**src/rtl/lc3b_types.sv**
```systemverilog
// rtl/lc3b_types.sv - shared word/line types and burst geometry
// Purpose: word and line types for the LC-3b memory path, plus burst constants.
// Ports: none (package).
package lc3b_types;

  localparam int WORD_W      = 16;
  localparam int LINE_W      = 128;
  localparam int BEATS       = LINE_W / WORD_W;
  localparam int BEAT_BITS   = $clog2(BEATS);
  localparam int OFFSET_BITS = $clog2(LINE_W / 8);

  typedef logic [WORD_W-1:0] lc3b_word;
  typedef logic [LINE_W-1:0] lc3b_line;

endpackage

```
**src/rtl/pmem_line_buffer.sv**
```systemverilog
// rtl/pmem_line_buffer.sv - 8x16 line staging register for the pmem burst
// Purpose: holds one cache line as BEATS words. The write path unpacks a latched line
//   and serves it one word per beat; the read path collects returned SRAM words and
//   presents them packed as a line.
// Ports:
//   clk, reset    clock, asynchronous active-high reset
//   load_i        load all words from load_line_i
//   load_line_i   line to unpack (beat i = bits [16i+15:16i])
//   rd_idx_i      beat index for rd_word_o
//   rd_word_o     stored word at rd_idx_i
//   cap_en_i      capture cap_word_i into word cap_idx_i
//   cap_idx_i     capture slot
//   cap_word_i    word returned by the SRAM
//   line_o        packed line, including a capture happening this cycle
module pmem_line_buffer
  import lc3b_types::*;
(
  input  logic                 clk,
  input  logic                 reset,
  input  logic                 load_i,
  input  lc3b_line             load_line_i,
  input  logic [BEAT_BITS-1:0] rd_idx_i,
  output lc3b_word             rd_word_o,
  input  logic                 cap_en_i,
  input  logic [BEAT_BITS-1:0] cap_idx_i,
  input  lc3b_word             cap_word_i,
  output lc3b_line             line_o
);

  lc3b_word words_q [BEATS];

  always_ff @(posedge clk or posedge reset) begin
    if (reset) begin
      for (int i = 0; i < BEATS; i++) words_q[i] <= '0;
    end else if (load_i) begin
      for (int i = 0; i < BEATS; i++) words_q[i] <= load_line_i[i*WORD_W +: WORD_W];
    end else if (cap_en_i) begin
      words_q[cap_idx_i] <= cap_word_i;
    end
  end

  assign rd_word_o = words_q[rd_idx_i];

  // The word being captured is forwarded so the final beat can be registered into
  // pmem_rdata on the same edge that stores it here.
  always_comb begin
    line_o = '0;
    for (int i = 0; i < BEATS; i++) begin
      if (cap_en_i && (cap_idx_i == BEAT_BITS'(i)))
        line_o[i*WORD_W +: WORD_W] = cap_word_i;
      else
        line_o[i*WORD_W +: WORD_W] = words_q[i];
    end
  end

endmodule

```
**src/rtl/pmem_line_server.sv**
```systemverilog
// rtl/pmem_line_server.sv - pmem responder serving 128-bit lines as 8x16 SRAM bursts
// Purpose: far end of the cache pmem_read/pmem_write/pmem_resp handshake. Each request is
//   latched, optionally delayed RESP_DELAY cycles, then moved as an 8-beat word burst to or
//   from a synchronous single-port SRAM, followed by a one-cycle pmem_resp.
// Ports:
//   clk, reset              clock, asynchronous active-high reset
//   pmem_read, pmem_write   line requests, held until pmem_resp
//   pmem_address            byte address (line offset bits ignored)
//   pmem_wdata / pmem_rdata write line in / read line out (held until next read completes)
//   pmem_resp               one-cycle completion pulse
//   sram_addr/re/we/wdata   SRAM word port; sram_rdata returns one cycle after sram_re
//   busy                    high whenever not IDLE
//   proto_err               sticky: read and write requested together
module pmem_line_server
  import lc3b_types::*;
#(
  parameter int ADDR_W     = 16,
  parameter int LINE_BITS  = 128,
  parameter int WORD_BITS  = 16,
  parameter int RESP_DELAY = 4
) (
  input  logic                 clk,
  input  logic                 reset,
  input  logic                 pmem_read,
  input  logic                 pmem_write,
  input  logic [ADDR_W-1:0]    pmem_address,
  input  logic [LINE_BITS-1:0] pmem_wdata,
  output logic [LINE_BITS-1:0] pmem_rdata,
  output logic                 pmem_resp,
  output logic [ADDR_W-2:0]    sram_addr,
  output logic                 sram_re,
  output logic                 sram_we,
  output logic [WORD_BITS-1:0] sram_wdata,
  input  logic [WORD_BITS-1:0] sram_rdata,
  output logic                 busy,
  output logic                 proto_err
);

  typedef enum logic [2:0] {
    S_IDLE, S_DELAY, S_BURST, S_FLUSH, S_RESP, S_WAIT_DROP
  } pmem_state_t;

  localparam int LINE_ADDR_W = ADDR_W - OFFSET_BITS;
  localparam int DLY_W       = (RESP_DELAY > 1) ? $clog2(RESP_DELAY) : 1;
  localparam logic [DLY_W-1:0]     DLY_LAST  = DLY_W'((RESP_DELAY > 0) ? RESP_DELAY - 1 : 0);
  localparam logic [BEAT_BITS-1:0] BEAT_LAST = BEAT_BITS'(BEATS - 1);

  pmem_state_t              state_q, state_d;
  logic [BEAT_BITS-1:0]     beat_q, beat_d;
  logic [DLY_W-1:0]         dly_q, dly_d;
  logic [LINE_ADDR_W-1:0]   line_q, line_d;
  logic                     op_write_q, op_write_d;
  logic                     proto_err_q, proto_err_d;
  logic [LINE_BITS-1:0]     pmem_rdata_q, pmem_rdata_d;
  logic                     pmem_resp_q, pmem_resp_d;
  logic [ADDR_W-2:0]        sram_addr_q, sram_addr_d;
  logic                     sram_re_q, sram_re_d;
  logic                     sram_we_q, sram_we_d;
  logic [WORD_BITS-1:0]     sram_wdata_q, sram_wdata_d;
  logic                     busy_q, busy_d;

  logic                     req;
  logic                     buf_load;
  logic                     cap_en;
  logic [BEAT_BITS-1:0]     cap_idx;
  lc3b_word                 buf_rd_word;
  lc3b_line                 cap_line;
  logic                     unused_offset;

  assign req           = pmem_read | pmem_write;
  assign unused_offset = ^pmem_address[OFFSET_BITS-1:0];

  pmem_line_buffer u_line_buffer (
    .clk         (clk),
    .reset       (reset),
    .load_i      (buf_load),
    .load_line_i (pmem_wdata),
    .rd_idx_i    (beat_d),
    .rd_word_o   (buf_rd_word),
    .cap_en_i    (cap_en),
    .cap_idx_i   (cap_idx),
    .cap_word_i  (sram_rdata),
    .line_o      (cap_line)
  );

  always_comb begin
    state_d     = state_q;
    beat_d      = beat_q;
    dly_d       = dly_q;
    line_d      = line_q;
    op_write_d  = op_write_q;
    proto_err_d = proto_err_q;
    buf_load    = 1'b0;
    cap_en      = 1'b0;
    cap_idx     = beat_q - BEAT_BITS'(1);

    case (state_q)
      S_IDLE: begin
        if (req) begin
          line_d     = pmem_address[ADDR_W-1:OFFSET_BITS];
          // A simultaneous read+write is flagged and served as a write.
          op_write_d = pmem_write;
          if (pmem_read && pmem_write) proto_err_d = 1'b1;
          buf_load   = 1'b1;
          dly_d      = '0;
          beat_d     = '0;
          state_d    = (RESP_DELAY == 0) ? S_BURST : S_DELAY;
        end
      end
      S_DELAY: begin
        if (dly_q == DLY_LAST) state_d = S_BURST;
        else                   dly_d   = dly_q + DLY_W'(1);
      end
      S_BURST: begin
        // Word requested at beat k-1 arrives during beat k.
        if (!op_write_q && (beat_q != '0)) cap_en = 1'b1;
        beat_d = beat_q + BEAT_BITS'(1);
        if (beat_q == BEAT_LAST) state_d = op_write_q ? S_RESP : S_FLUSH;
      end
      S_FLUSH: begin
        cap_en  = 1'b1;
        cap_idx = BEAT_LAST;
        state_d = S_RESP;
      end
      S_RESP: begin
        state_d = S_WAIT_DROP;
      end
      S_WAIT_DROP: begin
        // Holding off until the request drops keeps a held request from being re-served.
        if (!req) state_d = S_IDLE;
      end
      default: state_d = S_IDLE;
    endcase
  end

  // Outputs are registered from the next state so they line up with the state they belong to.
  always_comb begin
    sram_re_d    = (state_d == S_BURST) && !op_write_d;
    sram_we_d    = (state_d == S_BURST) &&  op_write_d;
    sram_addr_d  = (state_d == S_BURST) ? {line_d, beat_d} : '0;
    sram_wdata_d = '0;
    if (sram_we_d)
      // With no delay the burst starts before the buffer has loaded, so take beat 0 directly.
      sram_wdata_d = buf_load ? pmem_wdata[WORD_BITS-1:0] : buf_rd_word;
    pmem_resp_d  = (state_d == S_RESP);
    pmem_rdata_d = (state_q == S_FLUSH) ? cap_line : pmem_rdata_q;
    busy_d       = (state_d != S_IDLE);
  end

  always_ff @(posedge clk or posedge reset) begin
    if (reset) begin
      state_q      <= S_IDLE;
      beat_q       <= '0;
      dly_q        <= '0;
      line_q       <= '0;
      op_write_q   <= 1'b0;
      proto_err_q  <= 1'b0;
      pmem_rdata_q <= '0;
      pmem_resp_q  <= 1'b0;
      sram_addr_q  <= '0;
      sram_re_q    <= 1'b0;
      sram_we_q    <= 1'b0;
      sram_wdata_q <= '0;
      busy_q       <= 1'b0;
    end else begin
      state_q      <= state_d;
      beat_q       <= beat_d;
      dly_q        <= dly_d;
      line_q       <= line_d;
      op_write_q   <= op_write_d;
      proto_err_q  <= proto_err_d;
      pmem_rdata_q <= pmem_rdata_d;
      pmem_resp_q  <= pmem_resp_d;
      sram_addr_q  <= sram_addr_d;
      sram_re_q    <= sram_re_d;
      sram_we_q    <= sram_we_d;
      sram_wdata_q <= sram_wdata_d;
      busy_q       <= busy_d;
    end
  end

  assign pmem_rdata = pmem_rdata_q;
  assign pmem_resp  = pmem_resp_q;
  assign sram_addr  = sram_addr_q;
  assign sram_re    = sram_re_q;
  assign sram_we    = sram_we_q;
  assign sram_wdata = sram_wdata_q;
  assign busy       = busy_q;
  assign proto_err  = proto_err_q;

endmodule

```
**config.mk**
```make
export PLATFORM = sky130hd
export DESIGN_NAME = pmem_line_server
export DESIGN_NICKNAME = d
export VERILOG_FILES = /design/src/rtl/lc3b_types.sv /design/src/rtl/pmem_line_buffer.sv /design/src/rtl/pmem_line_server.sv
export SDC_FILE = /design/constraint.sdc
export NUM_CORES = 1
export LEC_CHECK = 0
export ABC_CLOCK_PERIOD_IN_PS = 31700
export CORE_MARGIN = 2
export CORE_UTILIZATION = 54
export DETAILED_ROUTE_END_ITERATION = 16
export GPL_TIMING_DRIVEN = 0
export MAX_ROUTING_LAYER = met4
export PLACE_DENSITY_LB_ADDON = 0.12
export SLEW_MARGIN = 20
export SYNTH_ARGS = -nofsm -noshare
export SYNTH_HDL_FRONTEND = slang
export SYNTH_SLANG_ARGS = --single-unit
```
**constraint.sdc**
```tcl
create_clock -name clk -period 31.7 [get_ports clk]
set_clock_uncertainty 0.05 [all_clocks]
set_input_delay 6.34 -clock clk [delete_from_list [all_inputs] [get_ports clk]]
set_output_delay 6.34 -clock clk [all_outputs]
set_load 0.01 [all_outputs]
```
==> results.sh, run 1 <==
export IMPL_status="completed"
export IMPL_reg2reg_to="sram_wdata[8]$_DFF_PP0_"
export IMPL_hp_start="proto_err$_DFFE_PP0P_"
export IMPL_fp_dieH_um=164.8
export IMPL_fp_row_count=58
export IMPL_drt_initial_drc_count=1281
export IMPL_start_util_pct=55.30
export IMPL_cp_max_fo=10
export IMPL_overflow=0
export IMPL_async_reset_ff_share_pct=100.0
export IMPL_synth_seq_cells=313
export IMPL_yosysWarningCount=0
export IMPL_setup_viol=0
export IMPL_multi_input_area_sq_um=5662
export IMPL_slew_viol_final=0
export IMPL_ant_nets=0
export IMPL_ff2ff_path_depth=10
export IMPL_path_clk_slew_ns=0.06
export IMPL_synth_nets=1403
export IMPL_place_gp_congestion=0.9840
export IMPL_holdBufCountCts=0
export IMPL_cts_made_buffers=34
export IMPL_die_w_um=164.8
export IMPL_drt_total_wl_um=47990
export IMPL_worst_pin_slew_ns=1.082
export IMPL_syn_instance_count=1234
export IMPL_register_area_sq_um=7833
export IMPL_rr_startpoint="beat_q[0]$_DFF_PP0_"
export IMPL_clock_latency_ns=0.51
export IMPL_grt_max_degree=95
export IMPL_total_leakage_power_nw=8.257
export IMPL_drive_gt1_share_pct=14.10
export IMPL_drc=0
export IMPL_cp_required_ns=32.02
export IMPL_slew_headroom_pct=27.86
export IMPL_first_pass_iters=6
export IMPL_synthFlopType="dfrtp_1"
export IMPL_postSynthAreaPerCell_sq_um=11.32
export IMPL_place_area_sq_um=17540
export IMPL_min_to="proto_err$_DFFE_PP0P_"
export IMPL_finalWorstPathRequiredPeriod_ns=8.817
export IMPL_area_delta_synth_final_pct=33.29
export IMPL_synth_top_area_share_pct=56.09
export IMPL_cp_cell_sequence="clkdlybuf4s50_1 > nor3_1 > o22ai_1 > buf_2 > mux2i_1 > o22ai_1 > or3_1"
export IMPL_cts_root_buffer_cell="clkbuf_16"
export IMPL_setup_ws_ns=22.88
export IMPL_final_instance_count_excl_fill=1933
export IMPL_pwr_density_cell_nw_per_um2=102.1
export IMPL_crit_top_cell="o22ai_1"
export IMPL_synth_area_leaders="dfrtp_1 56%, mux2_2 10%, mux2i_1 9.1%, nand2_1 5.1%, o21ai_0 2.3%"
export IMPL_slowest_delay_ns=0.67
export IMPL_worst_path_buf_inv=2
export IMPL_cts_resized=0
export IMPL_vias_per_cell=6.046
export IMPL_finalHoldViolCount=0
export IMPL_maxCapViolCount=0
export IMPL_yosysTopAreaCell="dfrtp_1"
export IMPL_cts_setup_buffers=0
export IMPL_stdcell_area_sq_um=18610
export IMPL_io_buffers=307
export IMPL_irDropWorstVdd_v=0.00006435
export IMPL_clock_sinks=313
export IMPL_synth_edff_count=0
export IMPL_boundaryPins=328
export IMPL_synth_cell_types=53
export IMPL_dp_slack_ns=22.46
export IMPL_antenna_found_initial=1
export IMPL_num_fill_cells=1794
export IMPL_start_kind="input port"
export IMPL_worstSetupEndpointType="flip-flop"
export IMPL_rsz0062_at_grt="no"
export IMPL_die_area_sq_um=27160
export IMPL_nets=1749
export IMPL_hold_depth=1
export IMPL_h_tree_depth=2
export IMPL_grt_usage_pct=36.60
export IMPL_core_area_sq_um=25250
export IMPL_reg2reg_setup_slack_ns=27.80
export IMPL_min_period_over_period_pct=27.81
export IMPL_hold_class="reg -> reg"
export IMPL_crit_arrival_ns=9.14
export IMPL_synthesis_area_sq_um=13960
export IMPL_max_freq_mhz=113.4
export IMPL_power_w=0.001900
export IMPL_grt_pass1_vias=11511
export IMPL_crit_family="buffers and inverters"
export IMPL_path_class="in -> reg"
export IMPL_post_drt_wl_per_cell_um=24.82
export IMPL_antenna_cells=0
export IMPL_dp_cells=1874
export IMPL_layout_common_cells="313 x dfrtp_1, 307 x clkdlybuf4s50_1, 190 x nand2_1, 129 x mux2_2, 127 x mux2i_1"
export IMPL_cts_tree="done"
export IMPL_grt_pass1_wl_um=70440
export IMPL_dpl_hpwl_um=34590
export IMPL_vias=11686
export IMPL_tns_ns=0
export IMPL_critPathSlowestCell="clkdlybuf4s50_1"
export IMPL_seq_area_frac_synth_pct=56.09
export IMPL_final_common_cell="dfrtp_1"
export IMPL_clock_path_buffers=3
==> through the flow <==
| stage | hold WS (ns) | utilization, % |
|---|---|---|
| 2_1_floorplan | 0.3894 | - |
| 3_5_place_dp | 0.4030 | 69.46 |
| 6_report | 0.4151 | 73.70 |
| 3_3_place_gp | 0.4007 | 69.10 |
| 4_1_cts | 0.4164 | 73.70 |
| 5_1_grt | 0.4533 | 73.70 |
==> final cells by class <==
cell class | instances | share of cell area (%)
Buffer | 101 | 2.366
Clock buffer | 51 | 5.512
Clock inverter | 8 | 0.2487
Inverter | 8 | 0.2017
Multi-Input combinational cell | 812 | 30.42
Sequential cell | 313 | 42.08
Tap cell | 330 | 2.218
Timing Repair Buffer | 310 | 16.95
==> where the power goes <==
group	total, W	internal, W	leakage (nW)	switching, W
Combinational	0.000782	0.000398	3.94	0.000384
Sequential	0.000734	0.000588	3.78	0.000145
Clock	0.000384	0.000224	0.532	0.000160
==> synthesized netlist by cell type, drive strengths merged, types with 2 or more instances <==
cell type and number:
dfrtp 313, nand2 190, mux2 129, mux2i 127, o21ai 83, clkbuf 66
nor2 62, a21oi 44, buf 35, o221ai 32, a31oi 27, o22ai 17
or3 17, nand3 13, a22oi 10, a21o 8, inv 8, a22o 7
ha 5, nand4 5, nor2b 4, nor3 3, nor3b 3, or3b 3
a221oi 2, a31o 2, and2 2, nor4b 2, o21a 2, or4 2
==> worst register-to-register path, cell delays in order, from the launching register on <==
cell and delay [ns]:
dfrtp_1 0.47, inv_1 0.11, clkbuf_1 0.37, clkbuf_1 0.49
ha_1 0.43, a221oi_2 0.62, inv_1 0.21, nand4_2 0.19
buf_4 0.20, o22ai_1 0.20, or3_1 0.44
==> sequential cells by signal, indices dropped and copies added (netlist names), 2 cells and up <==
register / count
pmem_rdata: 128
u_line_buffer.words_q: 128
sram_wdata: 16
sram_addr: 15
line_q: 12
beat_q: 3
state_q: 3
dly_q: 2
==> logic make-up after synthesis <==
| logic type | after synthesis | synth area share (%) |
|---|---|---|
| AND/OR/NAND/NOR | 312 | 9.865 |
| buffers and inverters | 109 | 3.369 |
| flip-flops | 313 | 56.09 |
| AO/OA/AOI/OAI | 237 | 10.60 |
| adder cells (fa/ha/maj) | 5 | 0.4480 |
| multiplexers | 256 | 19.51 |
| XOR/XNOR | 2 | 0.1255 |
==> worst max path at each step <==
stage | to | startpoint | slack [ns] | cells after the start
after detailed placement | sram_wdata[7]$_DFF_PP0_ | pmem_write | 22.46 | 7
after global placement | pmem_rdata[87]$_DFFE_PP0P_ | reset | 13.01 | 2
after CTS | sram_wdata[7]$_DFF_PP0_ | pmem_write | 22.97 | 7
after floorplan | beat_q[0]$_DFF_PP0_ | reset | 16.65 | 1
after global routing | sram_wdata[7]$_DFF_PP0_ | pmem_write | 22.86 | 7
final | sram_wdata[7]$_DFF_PP0_ | pmem_read | 22.88 | 7
==> routing by layer <==
layer	vias to the layer above	GRT usage [%]	routed length, um	part of all wire (%)
met2	681	55.74	22420	47
met5	-	-	0	0
li1	5084	-	-	-
met4	0	14.07	1817	3.8
met1	5800	48.53	19360	40
met3	121	7.760	4385	9.1
(Power assumes the default switching activity.)
==> run 2: changes to the inputs <==
Settings changed: ABC_CLOCK_PERIOD_IN_PS 31700 to 8300, CORE_UTILIZATION 54 to 50.
Clock period 31.7 ns to 8.3 ns, I/O delays scaled along.
==> run 2 against run 1 <==
Effect of this change: sequential power rose to 3.8 times the previous value; count of clock-buffer cells in the layout is 4 higher; first-iteration DRC count decreased by 20%; sequential share of layout area shrank 0.42 points; clock power grew to 3.8 times the previous value; register-to-register slack worse by 23 ns; cell count grew 3.3%; die area grew 7.8%; worst setup slack worse by 19 ns; combinational power rose to 3.8 times the previous value; sequential cell count unchanged; critical path depth is the same; critical endpoint is now sram_wdata[4]$_DFF_PP0_; largest cell class unchanged; largest power group unchanged.
==> results.sh, run 2 (synthesis gave the netlist of run 1 again) <==
export IMPL_status="completed"
export IMPL_boundaryPins=328
export IMPL_grt_pass1_wl_um=71100
export IMPL_clock_sinks=313
export IMPL_crit_top_cell="o22ai_1"
export IMPL_nets=1757
export IMPL_start_util_pct=50.54
export IMPL_cp_required_ns=8.61
export IMPL_swShare_pct=36.46
export IMPL_multi_input_area_sq_um=5662
export IMPL_pwr_density_cell_nw_per_um2=385.2
export IMPL_clock_path_buffers=3
export IMPL_io_buffers=307
export IMPL_cp_max_fo=10
export IMPL_rsz0062_at_grt="no"
export IMPL_area_delta_synth_final_pct=34.62
export IMPL_drt_initial_drc_count=1031
export IMPL_worst_pin_slew_ns=1.109
export IMPL_timing_hold_ws_ns=0.4209
export IMPL_post_drt_wl_per_cell_um=24.43
export IMPL_finalHoldViolCount=0
export IMPL_seqPwrFrac_pct=38.7
export IMPL_start_kind="input port"
export IMPL_combPwrFrac_pct=41.5
export IMPL_cp_cell_sequence="clkdlybuf4s50_1 > nor3_1 > o22ai_1 > buf_2 > mux2i_1 > o22ai_1 > or3_1"
export IMPL_num_fill_cells=2238
export IMPL_p_switching_w=0.002640
export IMPL_path_clk_slew_ns=0.06
export IMPL_cts_setup_buffers=0
export IMPL_fp_row_count=61
export IMPL_h_tree_depth=2
export IMPL_hold_class="reg -> reg"
export IMPL_ant_nets=0
export IMPL_place_gp_congestion=0.9781
export IMPL_irDropWorstVdd_v=0.0002198
export IMPL_slowest_delay_ns=0.64
export IMPL_drc=0
export IMPL_final_common_cell="dfrtp_1"
export IMPL_cts_resized=0
export IMPL_min_period_over_period_pct=49.64
export IMPL_crit_arrival_ns=4.43
export IMPL_overflow=0
export IMPL_pwr_share_clk_pct=19.8
export IMPL_vias_per_cell=5.770
export IMPL_cts_tree="done"
export IMPL_drt_total_wl_um=48760
export IMPL_layout_common_cells="313 x dfrtp_1, 307 x clkdlybuf4s50_1, 190 x nand2_1, 129 x mux2_2, 127 x mux2i_1"
export IMPL_first_pass_iters=5
export IMPL_dpl_hpwl_um=35810
export IMPL_fp_dieH_um=171.1
export IMPL_maxCapViolCount=0
export IMPL_worstSetupEndpointType="flip-flop"
export IMPL_holdBufCountCts=0
export IMPL_grt_usage_pct=34.23
export IMPL_core_area_sq_um=27630
export IMPL_slew_viol_final=0
export IMPL_clock_latency_ns=0.52
export IMPL_drive_gt1_share_pct=14.14
export IMPL_path_class="in -> reg"
export IMPL_tns_ns=0
export IMPL_grt_max_degree=34
export IMPL_cts_made_buffers=34
export IMPL_register_area_sq_um=7833
export IMPL_critPathSlowestCell="clkdlybuf4s50_1"
export IMPL_slew_headroom_pct=26.09
export IMPL_vias=11516
export IMPL_antenna_found_initial=2
export IMPL_setup_viol=0
export IMPL_p_int_w=0.004601
export IMPL_max_freq_mhz=242.7
export IMPL_cts_root_buffer_cell="clkbuf_16"
export IMPL_die_w_um=171.1
export IMPL_die_area_sq_um=29280
export IMPL_finalWorstPathRequiredPeriod_ns=4.120
export IMPL_grt_pass1_vias=11565
export IMPL_total_leakage_power_nw=8.296
-- run 2: final timing paths --
check | startpoint | to | slack, ns | depth (start not counted)
max in group asynchronous | reset | u_line_buffer.words_q[18]$_DFFE_PP0P_ | 5.91 | 5
min in group asynchronous | reset | pmem_rdata[25]$_DFFE_PP0P_ | 1.39 | 2
worst max-delay path | pmem_read | sram_wdata[4]$_DFF_PP0_ | 4.18 | 7
worst min register to register | line_q[3]$_DFF_PP0_ | line_q[3]$_DFF_PP0_ | 0.42 | 2
worst min-delay path | line_q[3]$_DFF_PP0_ | line_q[3]$_DFF_PP0_ | 0.42 | 2
worst max register to register | beat_q[0]$_DFF_PP0_ | sram_wdata[8]$_DFF_PP0_ | 4.33 | 10
-- run 2: area by class of cell --
cell class / count / share of cell area [%]
sequential: 313 / 41.66
clock buffer: 55 / 5.324
buffer: 101 / 2.343
timing repair buffer: 318 / 17.60
tap: 378 / 2.516
antenna: 5 / 0.06656
multi-input combinational: 812 / 30.12
clock inverter: 6 / 0.1930
inverter: 8 / 0.1797
-- run 2: layer usage --
| layer | global-route usage, % | vias up | share of wire (%) |
|---|---|---|---|
| met5 | - | - | 0 |
| met4 | 14.85 | 0 | 4.5 |
| met3 | 6.523 | 125 | 7.9 |
| met2 | 52.38 | 551 | 47 |
| met1 | 44.79 | 5749 | 41 |
| li1 | - | 5091 | - |
-- run 2: metrics by stage --
step	area (sq um)	cells	utilization, %	total power [W]	setup slack (ns)
5_1_grt	18790	1993	68.01	0.007590	4.189
3_5_place_dp	17750	1930	64.24	0.005791	3.719
6_report	18800	1996	68.04	0.007241	4.180
4_1_cts	18790	1991	68.00	0.007231	4.208
2_1_floorplan	13970	1234	-	0.004279	2.421
3_3_place_gp	17510	1919	63.39	0.005694	0.2302
-- run 2: critical path, delay by kind of cell --
kind	cells	cell delay, ns
AO/OA/AOI/OAI	2	0.67
multiplexers	1	0.44
AND/OR/NAND/NOR	2	0.59
buffers and inverters	2	1.05
-- run 2: power groups by stage --
stage                     clock, W  sequential, W  combinational [W]
final                      0.00144        0.00280            0.00300
after global routing       0.00151        0.00287            0.00321
after CTS                  0.00144        0.00278            0.00301
after detailed placement         0        0.00280            0.00299
after global placement           0        0.00278            0.00291
after floorplan                  0        0.00279            0.00149
==> run 3: changes to the inputs <==
Settings changed: ABC_CLOCK_PERIOD_IN_PS 8300 to 3900.
Clock period 8.3 ns to 3.9 ns, I/O delays scaled along.
==> run 3 against run 2 <==
Effect of this change: power grew 110%; cell count is essentially flat; largest cell class unchanged; hold slack is the same; critical path type is now reg -> reg; routed wire length is essentially flat.
==> results.sh, run 3 (synthesis gave the netlist of run 1 again) <==
export IMPL_route_met3_wl_um=3824
export IMPL_ff2ff_path_depth=10
export IMPL_cts_setup_buffers=0
export IMPL_grt_max_degree=34
export IMPL_drt_total_wl_um=48780
export IMPL_power_w=0.01541
export IMPL_worst_pin_slew_ns=1.141
export IMPL_hold_class="reg -> reg"
export IMPL_min_period_over_period_pct=95.78
export IMPL_startpoint="beat_q[0]$_DFF_PP0_"
export IMPL_overflow=0
export IMPL_path_class="reg -> reg"
export IMPL_wl_met1_um=19920
export IMPL_vias_per_cell=5.768
export IMPL_ant_nets=0
export IMPL_io_buffers=307
export IMPL_first_pass_iters=5
export IMPL_start_util_pct=50.54
export IMPL_grt_usage_pct=34.23
export IMPL_h_tree_depth=2
export IMPL_min_to="line_q[3]$_DFF_PP0_"
export IMPL_cp_cell_sequence="inv_1 > clkbuf_1 > clkbuf_2 > ha_1 > a221oi_2 > inv_1 > nand4_2 > buf_4 > o22ai_1 > or3_1"
export IMPL_drc=0
export IMPL_holdBufCountCts=0
export IMPL_finalWorstPathRequiredPeriod_ns=3.735
export IMPL_cts_root_buffer_cell="clkbuf_16"
export IMPL_crit_arrival_ns=4.06
export IMPL_max_freq_mhz=267.7
export IMPL_cts_made_buffers=34
export IMPL_place_gp_congestion=0.9781
export IMPL_layout_common_cells="313 x dfrtp_1, 307 x clkdlybuf4s50_1, 190 x nand2_1, 129 x mux2_2, 127 x mux2i_1"
export IMPL_cp_required_ns=4.22
export IMPL_crit_top_cell="inv_1"
export IMPL_antenna_found_initial=2
export IMPL_vias=11508
export IMPL_clock_latency_ns=0.52
export IMPL_status="completed"
export IMPL_dpl_hpwl_um=35810
export IMPL_cp_max_fo=11
export IMPL_setup_viol=0
export IMPL_nets=1757
export IMPL_critPathSlowestCell="a221oi_2"
export IMPL_total_leakage_power_nw=8.299
export IMPL_hold_depth=2
export IMPL_worstSetupEndpointType="flip-flop"
export IMPL_reg2reg_setup_slack_ns=0.16
export IMPL_cts_tree="done"
export IMPL_hp_start="line_q[3]$_DFF_PP0_"
export IMPL_finalHoldViolCount=0
export IMPL_path_clk_slew_ns=0.06
export IMPL_clock_sinks=313
export IMPL_wl_met2_um=22850
export IMPL_fp_row_count=61
export IMPL_drive_gt1_share_pct=14.26
export IMPL_highest_layer="met4"
export IMPL_slew_headroom_pct=23.92
export IMPL_slew_viol_final=0
export IMPL_boundaryPins=328
export IMPL_fp_dieH_um=171.1
export IMPL_die_area_sq_um=29280
export IMPL_maxCapViolCount=0
export IMPL_start_kind="flip-flop"
export IMPL_area_delta_synth_final_pct=34.67
export IMPL_die_w_um=171.1
export IMPL_dp_cells=1930
export IMPL_clock_path_buffers=3
export IMPL_drt_initial_drc_count=1011
export IMPL_post_drt_wl_per_cell_um=24.45
export IMPL_grt_pass1_vias=11565
export IMPL_core_area_sq_um=27630
export IMPL_rr_startpoint="beat_q[0]$_DFF_PP0_"
export IMPL_pwr_density_cell_nw_per_um2=819.3
export IMPL_slowest_delay_ns=0.58
export IMPL_grt_pass1_wl_um=71100
export IMPL_final_instance_count_excl_fill=1995
export IMPL_irDropWorstVdd_v=0.0004673
export IMPL_final_common_cell="dfrtp_1"
export IMPL_reg2reg_to="sram_wdata[8]$_DFF_PP0_"
run 3: worst max-delay path by stage:
stage	slack, ns	cells past startpoint	endpoint
global route	-0.0007	10	u_line_buffer.words_q[75]$_DFFE_PP0P_
detailed placement	0.12	11	u_line_buffer.words_q[5]$_DFFE_PP0P_
global placement	-3.29	2	pmem_rdata[70]$_DFFE_PP0P_
CTS	0.07	11	u_line_buffer.words_q[9]$_DFFE_PP0P_
floorplan	-1.10	1	beat_q[0]$_DFF_PP0_
finish	0.16	10	sram_wdata[8]$_DFF_PP0_
run 3: power by group:
group	leakage (nW)	switching (W)	total (W)	internal, W
Sequential	3.78	0.00118	0.00596	0.00478
Combinational	4.01	0.00314	0.00639	0.00325
Clock	0.505	0.00129	0.00305	0.00176
run 3: layer usage:
metal  track usage [%]  up-vias
met5                 -        -
met3             6.523      123
met1             44.79     5718
met2             52.38      579
li1                  -     5088
met4             14.85        0
run 3: stage by stage:
step / setup TNS [ns] / hold slack (ns) / util [%] / setup WS (ns) / area (sq um)
6_report: 0 / 0.4209 / 68.06 / 0.1646 / 18810
5_1_grt: -0.0007034 / 0.4428 / 68.05 / -0.0007034 / 18800
4_1_cts: 0 / 0.4227 / 68.00 / 0.06542 / 18790
3_5_place_dp: 0 / 0.4094 / 64.24 / 0.1211 / 17750
3_3_place_gp: -1017.42 / 0.4007 / 63.39 / -3.290 / 17510
2_1_floorplan: -343.95 / 0.3894 / - / -1.099 / 13970
run 3: area by class of cell:
cell class                      count  area, sq um
Fill cell                        2234         8823
Sequential cell                   313         7833
Multi-Input combinational cell    812         5669
Timing Repair Buffer              318         3308
Clock buffer                       55         1001
Tap cell                          378        473.0
Buffer                            101        441.7
Clock inverter                      6        36.28
Inverter                            8        33.78
Antenna cell                        4        10.01
run 3: worst max-delay path: cells and delay by family (launching register included):
family                   cells  cell delay, ns
buffers and inverters        5            1.31
AND/OR/NAND/NOR              2            0.61
adder cells (fa/ha/maj)      1            0.37
flip-flops                   1            0.46
AO/OA/AOI/OAI                2            0.78
run 3: timing repair:
action,in CTS,in global routing
hold endpoints to repair,0,0
endpoints found under the setup margin,0,62
resized for setup,0,3
